$ cat src/rtl/fb_arb_pkg.sv
// Shared definitions for the frame-buffer write arbiter: requester indices,
// FSM state encoding, the PLAY game-state code and the default buffer size.
package fb_arb_pkg;

    localparam int NUM_REQ  = 3;
    localparam int REQ_CLR  = 0;
    localparam int REQ_BLUE = 1;
    localparam int REQ_RED  = 2;

    localparam int ADDR_W = 20;
    localparam int DATA_W = 16;

    localparam logic [2:0]        GAME_PLAY    = 3'b010;
    localparam logic [ADDR_W-1:0] FB_WORDS_DEF = 20'd614400;

    typedef enum logic [1:0] {
        ST_IDLE    = 2'd0,
        ST_GRANT   = 2'd1,
        ST_RELEASE = 2'd2
    } arb_state_t;

    // True when a one-hot grant names one of the two trail requesters.
    function automatic logic is_trail(input logic [NUM_REQ-1:0] oh);
        return oh[REQ_BLUE] | oh[REQ_RED];
    endfunction

endpackage

$ cat src/rtl/fb_rr_pick.sv
// Combinational winner selection. The clear engine has strict priority;
// blue and red alternate through a pointer that names the last trail winner.
module fb_rr_pick
    import fb_arb_pkg::*;
(
    input  logic [2:0] elig,
    input  logic       ptr_red,
    output logic [2:0] win
);

    // Priority: clear first, then the trail that did not win last time.
    always_comb begin
        win = 3'b000;
        if (elig[REQ_CLR]) begin
            win[REQ_CLR] = 1'b1;
        end else if (elig[REQ_BLUE] && elig[REQ_RED]) begin
            if (ptr_red) win[REQ_BLUE] = 1'b1;
            else         win[REQ_RED]  = 1'b1;
        end else if (elig[REQ_BLUE]) begin
            win[REQ_BLUE] = 1'b1;
        end else if (elig[REQ_RED]) begin
            win[REQ_RED] = 1'b1;
        end
    end

endmodule

$ cat src/rtl/fb_write_arbiter.sv
// Frame-buffer write arbiter: grants one of three requesters (clear engine,
// blue trail, red trail) a burst of up to MAX_BURST words and forwards each
// transferred word to a registered frame-buffer write port. A RELEASE cycle
// always separates two grants.
// Optional build macro FB_ARB_BOUNDS_EN: drop writes at or beyond FB_WORDS
// and raise a sticky bounds_err.
module fb_write_arbiter
    import fb_arb_pkg::*;
#(
    parameter int          MAX_BURST = 16,
    parameter logic [19:0] FB_WORDS  = FB_WORDS_DEF
)(
    input  logic        Clk,
    input  logic        Reset,
    input  logic [2:0]  Game_State,
    input  logic [2:0]  req,
    input  logic [2:0]  req_last,
    input  logic [59:0] req_addr,
    input  logic [47:0] req_data,
    output logic [2:0]  grant,
    output logic        fb_we,
    output logic [19:0] fb_addr,
    output logic [15:0] fb_data,
    output logic        busy,
    output logic        bounds_err
);

    localparam int CNT_W = $clog2(MAX_BURST + 1);
    localparam logic [CNT_W-1:0] CNT_MAX = CNT_W'(MAX_BURST);

    arb_state_t       state, state_nxt;
    logic [2:0]       grant_nxt;
    logic [CNT_W-1:0] cnt, cnt_nxt, cnt_inc;
    logic             ptr_red, ptr_nxt;

    logic             play;
    logic [2:0]       elig;
    logic [2:0]       win;
    logic             g_req, g_last, abort, xfer, done, in_range, wr;
    logic [19:0]      sel_addr;
    logic [15:0]      sel_data;

    assign play = (Game_State == GAME_PLAY);

    // Trails may only compete while the game is in PLAY.
    assign elig = {req[REQ_RED] & play, req[REQ_BLUE] & play, req[REQ_CLR]};

    fb_rr_pick u_pick (
        .elig    (elig),
        .ptr_red (ptr_red),
        .win     (win)
    );

    // One-hot AND-OR mux of the granted requester's address, data and last.
    always_comb begin
        sel_addr = '0;
        sel_data = '0;
        for (int i = 0; i < NUM_REQ; i++) begin
            if (grant[i]) begin
                sel_addr = sel_addr | req_addr[ADDR_W*i +: ADDR_W];
                sel_data = sel_data | req_data[DATA_W*i +: DATA_W];
            end
        end
    end

    assign g_req   = |(req & grant);
    assign g_last  = |(req_last & req & grant);
    assign abort   = is_trail(grant) && !play;
    assign xfer    = (state == ST_GRANT) && g_req && !abort;
    assign cnt_inc = cnt + CNT_W'(1);
    assign done    = (xfer && (g_last || cnt_inc == CNT_MAX)) || !g_req || abort;

`ifdef FB_ARB_BOUNDS_EN
    assign in_range = (sel_addr < FB_WORDS);
`else
    assign in_range = 1'b1;
`endif

    // A transfer always counts toward the burst; only in-range words are written.
    assign wr = xfer && in_range;

    // Next-state, next-grant, burst counter and round-robin pointer.
    always_comb begin
        state_nxt = state;
        grant_nxt = grant;
        cnt_nxt   = cnt;
        ptr_nxt   = ptr_red;
        unique case (state)
            ST_IDLE: begin
                if (|elig) begin
                    state_nxt = ST_GRANT;
                    grant_nxt = win;
                    cnt_nxt   = '0;
                    if (win[REQ_BLUE]) ptr_nxt = 1'b0;
                    if (win[REQ_RED])  ptr_nxt = 1'b1;
                end
            end
            ST_GRANT: begin
                if (xfer) cnt_nxt = cnt_inc;
                if (done) begin
                    state_nxt = ST_RELEASE;
                    grant_nxt = 3'b000;
                end
            end
            ST_RELEASE: begin
                state_nxt = ST_IDLE;
                grant_nxt = 3'b000;
            end
            default: begin
                state_nxt = ST_IDLE;
                grant_nxt = 3'b000;
            end
        endcase
    end

    // Control state; the pointer resets to red so blue wins the first tie.
    always_ff @(posedge Clk) begin
        if (Reset) begin
            state   <= ST_IDLE;
            grant   <= 3'b000;
            cnt     <= '0;
            ptr_red <= 1'b1;
        end else begin
            state   <= state_nxt;
            grant   <= grant_nxt;
            cnt     <= cnt_nxt;
            ptr_red <= ptr_nxt;
        end
    end

    // Registered write port; address/data only move when a word is written.
    always_ff @(posedge Clk) begin
        if (Reset) begin
            fb_we   <= 1'b0;
            fb_addr <= '0;
            fb_data <= '0;
        end else begin
            fb_we <= wr;
            if (wr) begin
                fb_addr <= sel_addr;
                fb_data <= sel_data;
            end
        end
    end

`ifdef FB_ARB_BOUNDS_EN
    // Sticky flag for any transfer that targeted an address past the buffer.
    always_ff @(posedge Clk) begin
        if (Reset)                  bounds_err <= 1'b0;
        else if (xfer && !in_range) bounds_err <= 1'b1;
    end
`else
    assign bounds_err = 1'b0;
`endif

    assign busy = (state != ST_IDLE);

endmodule

$ cat config.mk
export PLATFORM = sky130hd
export DESIGN_NAME = fb_write_arbiter
export DESIGN_NICKNAME = d
export VERILOG_FILES = /design/src/rtl/fb_arb_pkg.sv /design/src/rtl/fb_rr_pick.sv /design/src/rtl/fb_write_arbiter.sv
export SDC_FILE = /design/constraint.sdc
export NUM_CORES = 1
export LEC_CHECK = 0
export ABC_AREA = 1
export CAP_MARGIN = 10
export CELL_PAD_IN_SITES_DETAIL_PLACEMENT = 2
export CELL_PAD_IN_SITES_GLOBAL_PLACEMENT = 2
export CORE_ASPECT_RATIO = 1.1
export CORE_UTILIZATION = 17
export CTS_BUF_LIST = sky130_fd_sc_hd__clkbuf_4 sky130_fd_sc_hd__clkbuf_8
export DETAILED_ROUTE_END_ITERATION = 7
export PLACE_DENSITY = 0.9
export SETUP_SLACK_MARGIN = 0.5
export SKIP_CTS_REPAIR_TIMING = 1
export SLEW_MARGIN = 20
export SYNTH_ARGS = -nofsm -noshare
export SYNTH_HDL_FRONTEND = slang
export SYNTH_SLANG_ARGS = --single-unit
$ cat constraint.sdc
create_clock -name Clk -period 1.55 [get_ports Clk]
set_input_delay 0.31 -clock Clk [delete_from_list [all_inputs] [get_ports Clk]]
set_output_delay 0.31 -clock Clk [all_outputs]
set_load 0.05 [all_outputs]
======== Yosys cells after proc, flatten, opt, wreduce, memory -nomap -nowiden ========
Index checks and enable logic that the tools add are counted.
cells by class
  add/sub/neg operators ................... 1
  divide/modulo/power cells ............... 0
  equality and inequality tests ........... 6
  magnitude comparators ................... 0
  multiply operators ...................... 0
  shift operators ......................... 0
  bitwise logic cells ..................... 10
  reduce and logical (&&, ||, !) cells .... 21
  mux-type cells .......................... 25
operators by type and width
  cell                                            number
  two-way mux 20 bit                              3
  two-way mux 16 bit                              3
  OR 20 bit                                       2
  OR 16 bit                                       2
  two-way mux 5 bit                               2
  one-hot mux 5 bit (2 select lines)              1
  bitwise AND 3 bit                               3
  OR reduction 3 bit                              3
  two-way mux 1 bit                               8
  two-way mux 2 bit                               4
  two-way mux 3 bit                               2
  != test 2 bit (second input constant)           3
  one-hot mux 3 bit (2 select lines)              1
  AND reduction 3 bit                             2
  nonzero test 2 bit                              3
  adder 5 x 1 -> 5 bit (second input constant)    1
  == test 5 bit (second input constant)           1
  logical AND 1 bit                               5
  one-hot mux 2 bit (2 select lines)              1
  == test 3 x 2 -> 1 bit (second input constant)  1
  zero test 1 bit                                 3
  logical OR 1 bit                                3
  bitwise AND 1 bit                               2
  == test 2 x 1 -> 1 bit (second input constant)  1
  3 further kinds                                 3
word-level totals
  word-level logic and storage cells ...... 70
  bits of input ports ..................... 119
  memories kept ........................... 0
  bits in latches ......................... 0
  register bits after elaboration ......... 48
  memory bits (read-only) ................. 0
  bits in writable memories ............... 0
  output and inout port bits .............. 42

======== Logic depth before layout (Yosys ltp) ========
Gate-level depths: netlist (run 1).
  word-level depth ........................ 10
  depth in mapped cells ................... 10
  gate-level depth less buffers ........... 10

======== Modules after synthesis ========
Synthesis (run 1) repeated with hierarchy kept, for this count alone.
second synthesis, totals
  cells, all modules ...................... 418
  area, all modules ....................... 2565.0 µm²
by module, submodules not included
  module            area each (µm²)  cells an instance  times used  sequential area each (µm²)
  fb_write_arbiter  2523.7           408                1           960.9
  fb_rr_pick        41.3             10                 1           0.0

======== Worst setup path before layout (run 1) ========
No wires, ideal clock.
  path kind ............................... reg2reg
  start point ............................. register grant[1]
  end point ............................... register fb_addr[19]
  required time ........................... 1.480 ns
  setup time .............................. 0.070 ns
  stages on the path, launching flop included .. 7
  path buffers ............................ 1
  arrival ................................. 1.457 ns
  slack ................................... 0.023 ns
  period minus slack after synthesis ...... 1.527 ns
  cell sequence ........................... dfxtp_1 or2_1 nand2_1 nand3_2 clkbuf_1 nand2_1 a21oi_1
on the way
  cells in the longest elaborated chain, start to end .. 4
  elaborated cells between the ends (all ways) .. 10
  classes of those cells .................. 2 x mux; 3 x bitwise; 5 x reduce/logical
ends and longest elaborated chain
  element                                                         RTL line                                        source
  from (decl)                                                     fb_write_arbiter.sv:20                          output logic [2:0] grant,
  from (signal assigned)                                          fb_write_arbiter.sv:125                         grant <= grant_nxt;
  bitwise AND 3 bit / OR 1 bit (equally long branches)            fb_write_arbiter.sv:66, fb_arb_pkg.sv:24
  OR reduction 3 bit / logical AND 1 bit (equally long branches)  fb_write_arbiter.sv:66, fb_write_arbiter.sv:68
  logical AND 1 bit / zero test 1 bit (equally long branches)     fb_write_arbiter.sv:69                          assign xfer = (state == ST_GRANT) && g_req && !abort;
  logical AND 1 bit                                               fb_write_arbiter.sv:69
  to (signal assigned)                                            fb_write_arbiter.sv:140                         fb_addr <= sel_addr;
  to (decl)                                                       fb_write_arbiter.sv:22                          output logic [19:0] fb_addr,
Parallel ways exist; a longest one is shown, timed or not.
A chain may end at the register's enable or synchronous reset.

======== Worst setup path in the final report (run 1) ========
  start point ............................. register grant[1]
  end point ............................... register cnt[1]
on the way
  cells in the longest elaborated chain, start to end .. 6
  elaborated cells between the ends (all ways) .. 9
  classes of those cells .................. 1 x eq/ne; 2 x bitwise; 6 x reduce/logical
ends and longest elaborated chain
  element                                                         RTL line                                        source
  bitwise AND 3 bit / OR 1 bit (equally long branches)            fb_write_arbiter.sv:66, fb_arb_pkg.sv:24
  OR reduction 3 bit / logical AND 1 bit (equally long branches)  fb_write_arbiter.sv:66, fb_write_arbiter.sv:68
  logical AND 1 bit / zero test 1 bit (equally long branches)     fb_write_arbiter.sv:69
  logical AND 1 bit *                                             fb_write_arbiter.sv:69
  != test 2 bit (no source line) *                                -
  AND reduction 3 bit (no source line) *                          -
  to (signal assigned)                                            fb_write_arbiter.sv:126                         cnt <= cnt_nxt;
  to (decl)                                                       fb_write_arbiter.sv:33                          logic [CNT_W-1:0] cnt, cnt_nxt, cnt_inc;
Every way passes the cells marked *; elsewhere a longest branch is shown, timed or not.

==> results.json, run 1 <==
{
  "synth_seq_cells": 48,
  "grt_pass1_vias": 3627,
  "start_kind": "register",
  "setup_viol": 0,
  "initial_core_util_pct": 17.43,
  "ys_types": 22,
  "outcome": "complete, no violations",
  "core_area_um2": 14450,
  "layout_common_cells": "nand2_1, clkdlybuf4s50_1, nand3_1",
  "grt_max_degree": 37,
  "drcViolationCount": 0,
  "drv_slew": 0,
  "post-route-cell-area_um2": 5265,
  "required_ps": 1760,
  "tns_ps": 0,
  "totalWireLength_mm": 14.15,
  "syn_nets": 527,
  "cts_made_buffers": 5,
  "finClkSkew_ps": 12.74,
  "rrSetupSlack_ps": 40,
  "cts_tree": "built",
  "grt_use_met2_pct": 32.35,
  "die-area_um2": 15300,
  "worstReg2RegEnd": "cnt[1]",
  "grt_usage_pct": 15.29,
  "grt.overflow.total": 0,
  "syn_area_um2": 2517,
  "vdd_drop_max_v": 0.0003196,
  "min_path_type": "input port to register",
  "crit-reg2reg-launch": "grant[1]",
  "via_per_inst": 4.444,
  "timing.fmax_ghz": 0.6620,
  "finalPower_w": 0.002991,
  "grt_pass1_wl_mm": 18.40,
  "antenna_left": 0,
  "final_common_cell": "nand2_1",
  "crit_arrival_ps": 1720,
  "yosys_warnings": 0,
  "hold_slack_ps": 329.6,
  "wl_per_cell_um": 17.96,
  "antenna_found_initial": 1,
  "hold-path-cell-count": 2,
  "dieHeight_um": 129.6,
  "p_leak_nw": 2.156,
  "firstDrtPassIters": 4,
  "hold_viol": 0,
  "first_iter_violations": 126,
  "crit_fanout": 6,
  "netlist_instances": 407,
  "clock-sinks": 48,
  "use_met3_pct": 2.641,
  "syn_avg_cell_area_um2": 6.185,
  "clk_pin_slew_ps": 100,
  "post_dp_cell_area_um2": 4398,
  "port_buffers": 159,
  "num_vias": 3502,
  "num_rows": 46,
  "cts-root-buf": "clkbuf_8",
  "dp_hpwl_mm": 9.409,
  "hold_start": "Reset",
  "clk_path_buf_depth": 2,
  "yosysSeqAreaShare_pct": 38.17,
  "place_congestion": 0.7669,
  "area_growth_pct": 109.1,
  "grt.busiest_layer": "met2",
  "grt_setup_unrepaired": "yes",
  "worstSetupEndpointType": "register",
  "nets": 714,
  "path_class": "register to register",
  "powerDensity_nw_per_um2": 568.1,
  "ios": 161,
  "drive_gt1_share_pct": 27.73,
  "reg2reg_depth": 7,
  "die_w_um": 118.0,
  "grt_use_met1_pct": 14.68,
  "htreeDepth": 2,
  "period_needed_ps": 1511,
  "post-route-period-util_pct": 97.46,
  "hold_end": "fb_addr[13]",
  "max_cap_violations": 0,
  "clk-insertion-delay-late_ps": 320
}
==> report_power, final <==
group          switching (W)  internal (W)
clock               0.000479      0.000488
combinational       0.000320      0.000428
sequential         0.0000297       0.00125
total               0.000829       0.00216
==> how the worst max path moves through the flow <==
stage,slack (ps),cells after the start,from,to
after floorplan,260,8,grant[1],grant[0]
after global placement,-150,10,Game_State[2],cnt[1]
after detailed placement,-270,11,Game_State[2],cnt[3]
after CTS,-20,3,state[0],busy
after global routing,0.2,7,grant[1],cnt[1]
final,40,7,grant[1],cnt[1]
==> synth_stat cells <==
library cell / count / area [um^2]
nand2_1: 199 / 747.0
dfxtp_1: 48 / 960.9
nand3_1: 48 / 240.2
a21oi_1: 43 / 215.2
buf_2: 13 / 65.06
nor2_1: 13 / 48.80
inv_1: 12 / 45.04
clkbuf_1: 8 / 30.03
o21ai_0: 5 / 25.02
buf_6: 3 / 33.78
nand4_1: 3 / 18.77
a22oi_1: 2 / 15.01
buf_4: 1 / 7.510
clkinv_2: 1 / 5.000
conb_1: 1 / 3.750
ha_1: 1 / 12.51
nand2_2: 1 / 6.260
nand3_2: 1 / 10.01
nand3b_1: 1 / 7.510
nor3_1: 1 / 5.000
or2_1: 1 / 6.260
xnor2_1: 1 / 8.760
==> state kept, by name (all words and copies together), names as in the netlist <==
signal and cells:
cnt 5, fb_addr 20, fb_data 16, fb_we 1, grant 3, ptr_red 1, state 2
==> metrics by stage <==
stage,setup WS [ps],util [%],cells
CTS,-23.14,31.23,757
finish,39.33,36.45,788
global placement,-148.9,30.44,749
global route,0.2461,36.45,788
floorplan,258.0,-,407
detailed placement,-266.2,30.44,749
==> final cells by class <==
class	count	area (um^2)
diodes	1	2.502
repair inverters	2	27.53
clock buffers	5	68.82
repair buffers	203	2295
fillers	1632	9181
flip-flops and latches	48	1036
well taps	192	240.2
inverters	13	61.31
clock inverters	3	45.04
multi-input cells	321	1489
==> logic make-up after synthesis <==
group	count (synthesis)	share of synthesized area, %
AOI/OAI and AO/OA	50	10.14
xor gates and xnor gates	1	0.3480
adders and majority gates	1	0.4969
buffers and inverters	38	7.405
DFF	48	38.17
other	1	0.1490
and+or+nand+nor	268	43.29
==> metal layers <==
metal / wire (um) / share of wire (%) / vias to the layer above
li1: - / - / 1674
met1: 5175 / 37 / 1695
met2: 8068 / 57 / 112
met3: 590 / 4.2 / 21
met4: 316 / 2.2 / 0
met5: 0 / 0 / -
==> critical path: stages (launching register included) <==
cell and delay [ps]:
dfxtp_4 380, or2_1 260, nand2_2 100, nand3_4 110, buf_6 160, buf_12 130, a22oi_1 190, nor2_1 70
No activity file was read; power rests on OpenSTA's default activity.
==> run 2: changes to the inputs <==
==> constraint.sdc (replaced) <==
create_clock -name Clk -period 1.4 [get_ports Clk]
set_input_delay 0.28 -clock Clk [delete_from_list [all_inputs] [get_ports Clk]]
set_output_delay 0.28 -clock Clk [all_outputs]
set_load 0.05 [all_outputs]
==> run 2 against run 1 <==
Against the previous run: the run now ends with setup timing left; clock skew shrank 4.7 ps; wire length fell by 6.9%; clock-buffer cell count rose by 1; first-iteration DRC count fell by 52%; design area grew 2.6%; non-clock buffer count unchanged; via count decreased by 0.46%; power rose by 10%; critical path depth rose by 1; largest power group unchanged.
==> results.json, run 2 (synthesized netlist as in run 1, its figures left out) <==
{
  "nets": 712,
  "area_growth_pct": 114.6,
  "nFillCells": 1617,
  "cts-root-buf": "clkbuf_8",
  "regArea_um2": 1022,
  "post-route-period-util_pct": 103.8,
  "crit_fanout": 6,
  "port_buffers": 159,
  "path_class": "register to register",
  "grt_usage_pct": 15.60,
  "powerDensity_nw_per_um2": 609.0,
  "grt_pass1_wl_mm": 18.97,
  "largest_reg_flops": 20,
  "required_ps": 1630,
  "dpl.cell_count": 755,
  "timing.final.ws_setup_ps": -53.20,
  "vdd_drop_max_v": 0.0003259,
  "cts_made_buffers": 5,
  "dieHeight_um": 129.6,
  "antenna_found_initial": 0,
  "firstDrtPassIters": 4,
  "crit_top_cell": "nand2_2",
  "crit_arrival_ps": 1690,
  "clock-sinks": 48,
  "htreeDepth": 2,
  "worstPathCellList": "or2_1, nand2_2, nand3_4, nor2_4, nand2_2, nand2_4, nand2_2, a21oi_2",
  "grt_pass1_vias": 3820,
  "multiInputGateArea_um2": 1505,
  "wl_per_cell_um": 16.78,
  "via_per_inst": 4.441,
  "violations": "setup timing",
  "ios": 161,
  "critPathBufInv": 0,
  "timing.fmax_ghz": 0.6881,
  "dp_hpwl_mm": 9.954,
  "num_rows": 46,
  "worstSetupEndpointType": "register",
  "drcViolationCount": 0,
  "totalWireLength_mm": 13.17,
  "min_path_type": "input port to register",
  "period_needed_ps": 1453,
  "initial_core_util_pct": 17.43,
  "first_iter_violations": 60,
  "cpPeakStageDelay_ps": 370,
  "finalPower_w": 0.003290,
  "antenna_left": 0,
  "grt.overflow.total": 0,
  "max_cap_violations": 0,
  "finClkSkew_ps": 8.047,
  "setup_viol": 13,
  "outcome": "finished, violations left",
  "cpLargestDelayFamily": "simple AND/OR/NAND/NOR gates",
  "cpMaxStageDelayCell": "dfxtp_4",
  "num_vias": 3486,
  "start_kind": "register",
  "cts_tree": "built",
  "grt_setup_unrepaired": "yes",
  "p_leak_nw": 2.166,
  "drive_gt1_share_pct": 29.01,
  "clk-insertion-delay-late_ps": 310,
  "grt_max_degree": 23,
  "regMostFlops": "fb_addr",
  "antenna-diode-count": 0,
  "place_congestion": 0.7960,
  "layout.cells.non_filler": 785,
  "die_w_um": 118.0,
  "die-area_um2": 15300,
  "hold_viol": 0,
  "layout_common_cells": "nand2_1, clkdlybuf4s50_1, nand3_1, buf_12, dfxtp_2",
  "drv_slew": 0,
  "core_area_um2": 14450,
  "clk_path_buf_depth": 2,
  "clk_pin_slew_ps": 90,
  "top_regs": "fb_addr x20, fb_data x16, cnt x5",
  "final_common_cell": "nand2_1"
}
-- run 2: layout make-up --
type                       instances  share of cell area, %
tap                              192                  4.446
multi-input combinational        321                  27.86
clock inverter                     2                 0.6484
sequential                        48                  18.92
inverter                          13                  1.320
timing repair buffer             203                  45.39
clock buffer                       6                  1.413
-- run 2: path summary, 6_finish.rpt --
| check | startpoint | to | slack (ps) | depth (start not counted) |
|---|---|---|---|---|
| setup reg to reg | grant[2] | grant[0] | -50 | 8 |
| setup / recovery | grant[2] | grant[0] | -50 | 8 |
| hold / removal | Reset | ptr_red | 330 | 3 |
| hold reg to reg | fb_addr[12] | fb_addr[12] | 490 | 2 |
-- run 2: metal layers --
layer  share of wire, %  global-route usage (%)
met1                 37                   15.29
met5                  0                       0
met2                 58                   32.66
met3                3.6                   2.685
met4                1.8                   5.204
-- run 2: worst reg2reg max path: stages, from the launching register on --
cell and delay, ps:
dfxtp_4 370, or2_1 240, nand2_2 80, nand3_4 150
nor2_4 160, nand2_2 90, nand2_4 90, nand2_2 60
a21oi_2 150
-- run 2: per-stage QoR --
step	TNS, ps	utilization [%]	setup WS (ps)	hold WS (ps)	area, um^2
after detailed placement	-19180	33.74	-574.4	486.5	4875
after CTS	-3950	34.51	-263.7	291.9	4986
after global routing	-3893	37.40	-168.9	353.0	5403
after floorplan	0	-	108.1	419.8	2601
final	-321.6	37.40	-53.20	327.3	5403
after global placement	-15410	33.74	-368.0	466.2	4875
-- run 2: power breakdown --
group | switching (W) | internal [W]
Clock | 0.000498 | 0.000551
Combinational | 0.000352 | 0.000472
Sequential | 0.0000299 | 0.00139
Total | 0.000879 | 0.00241
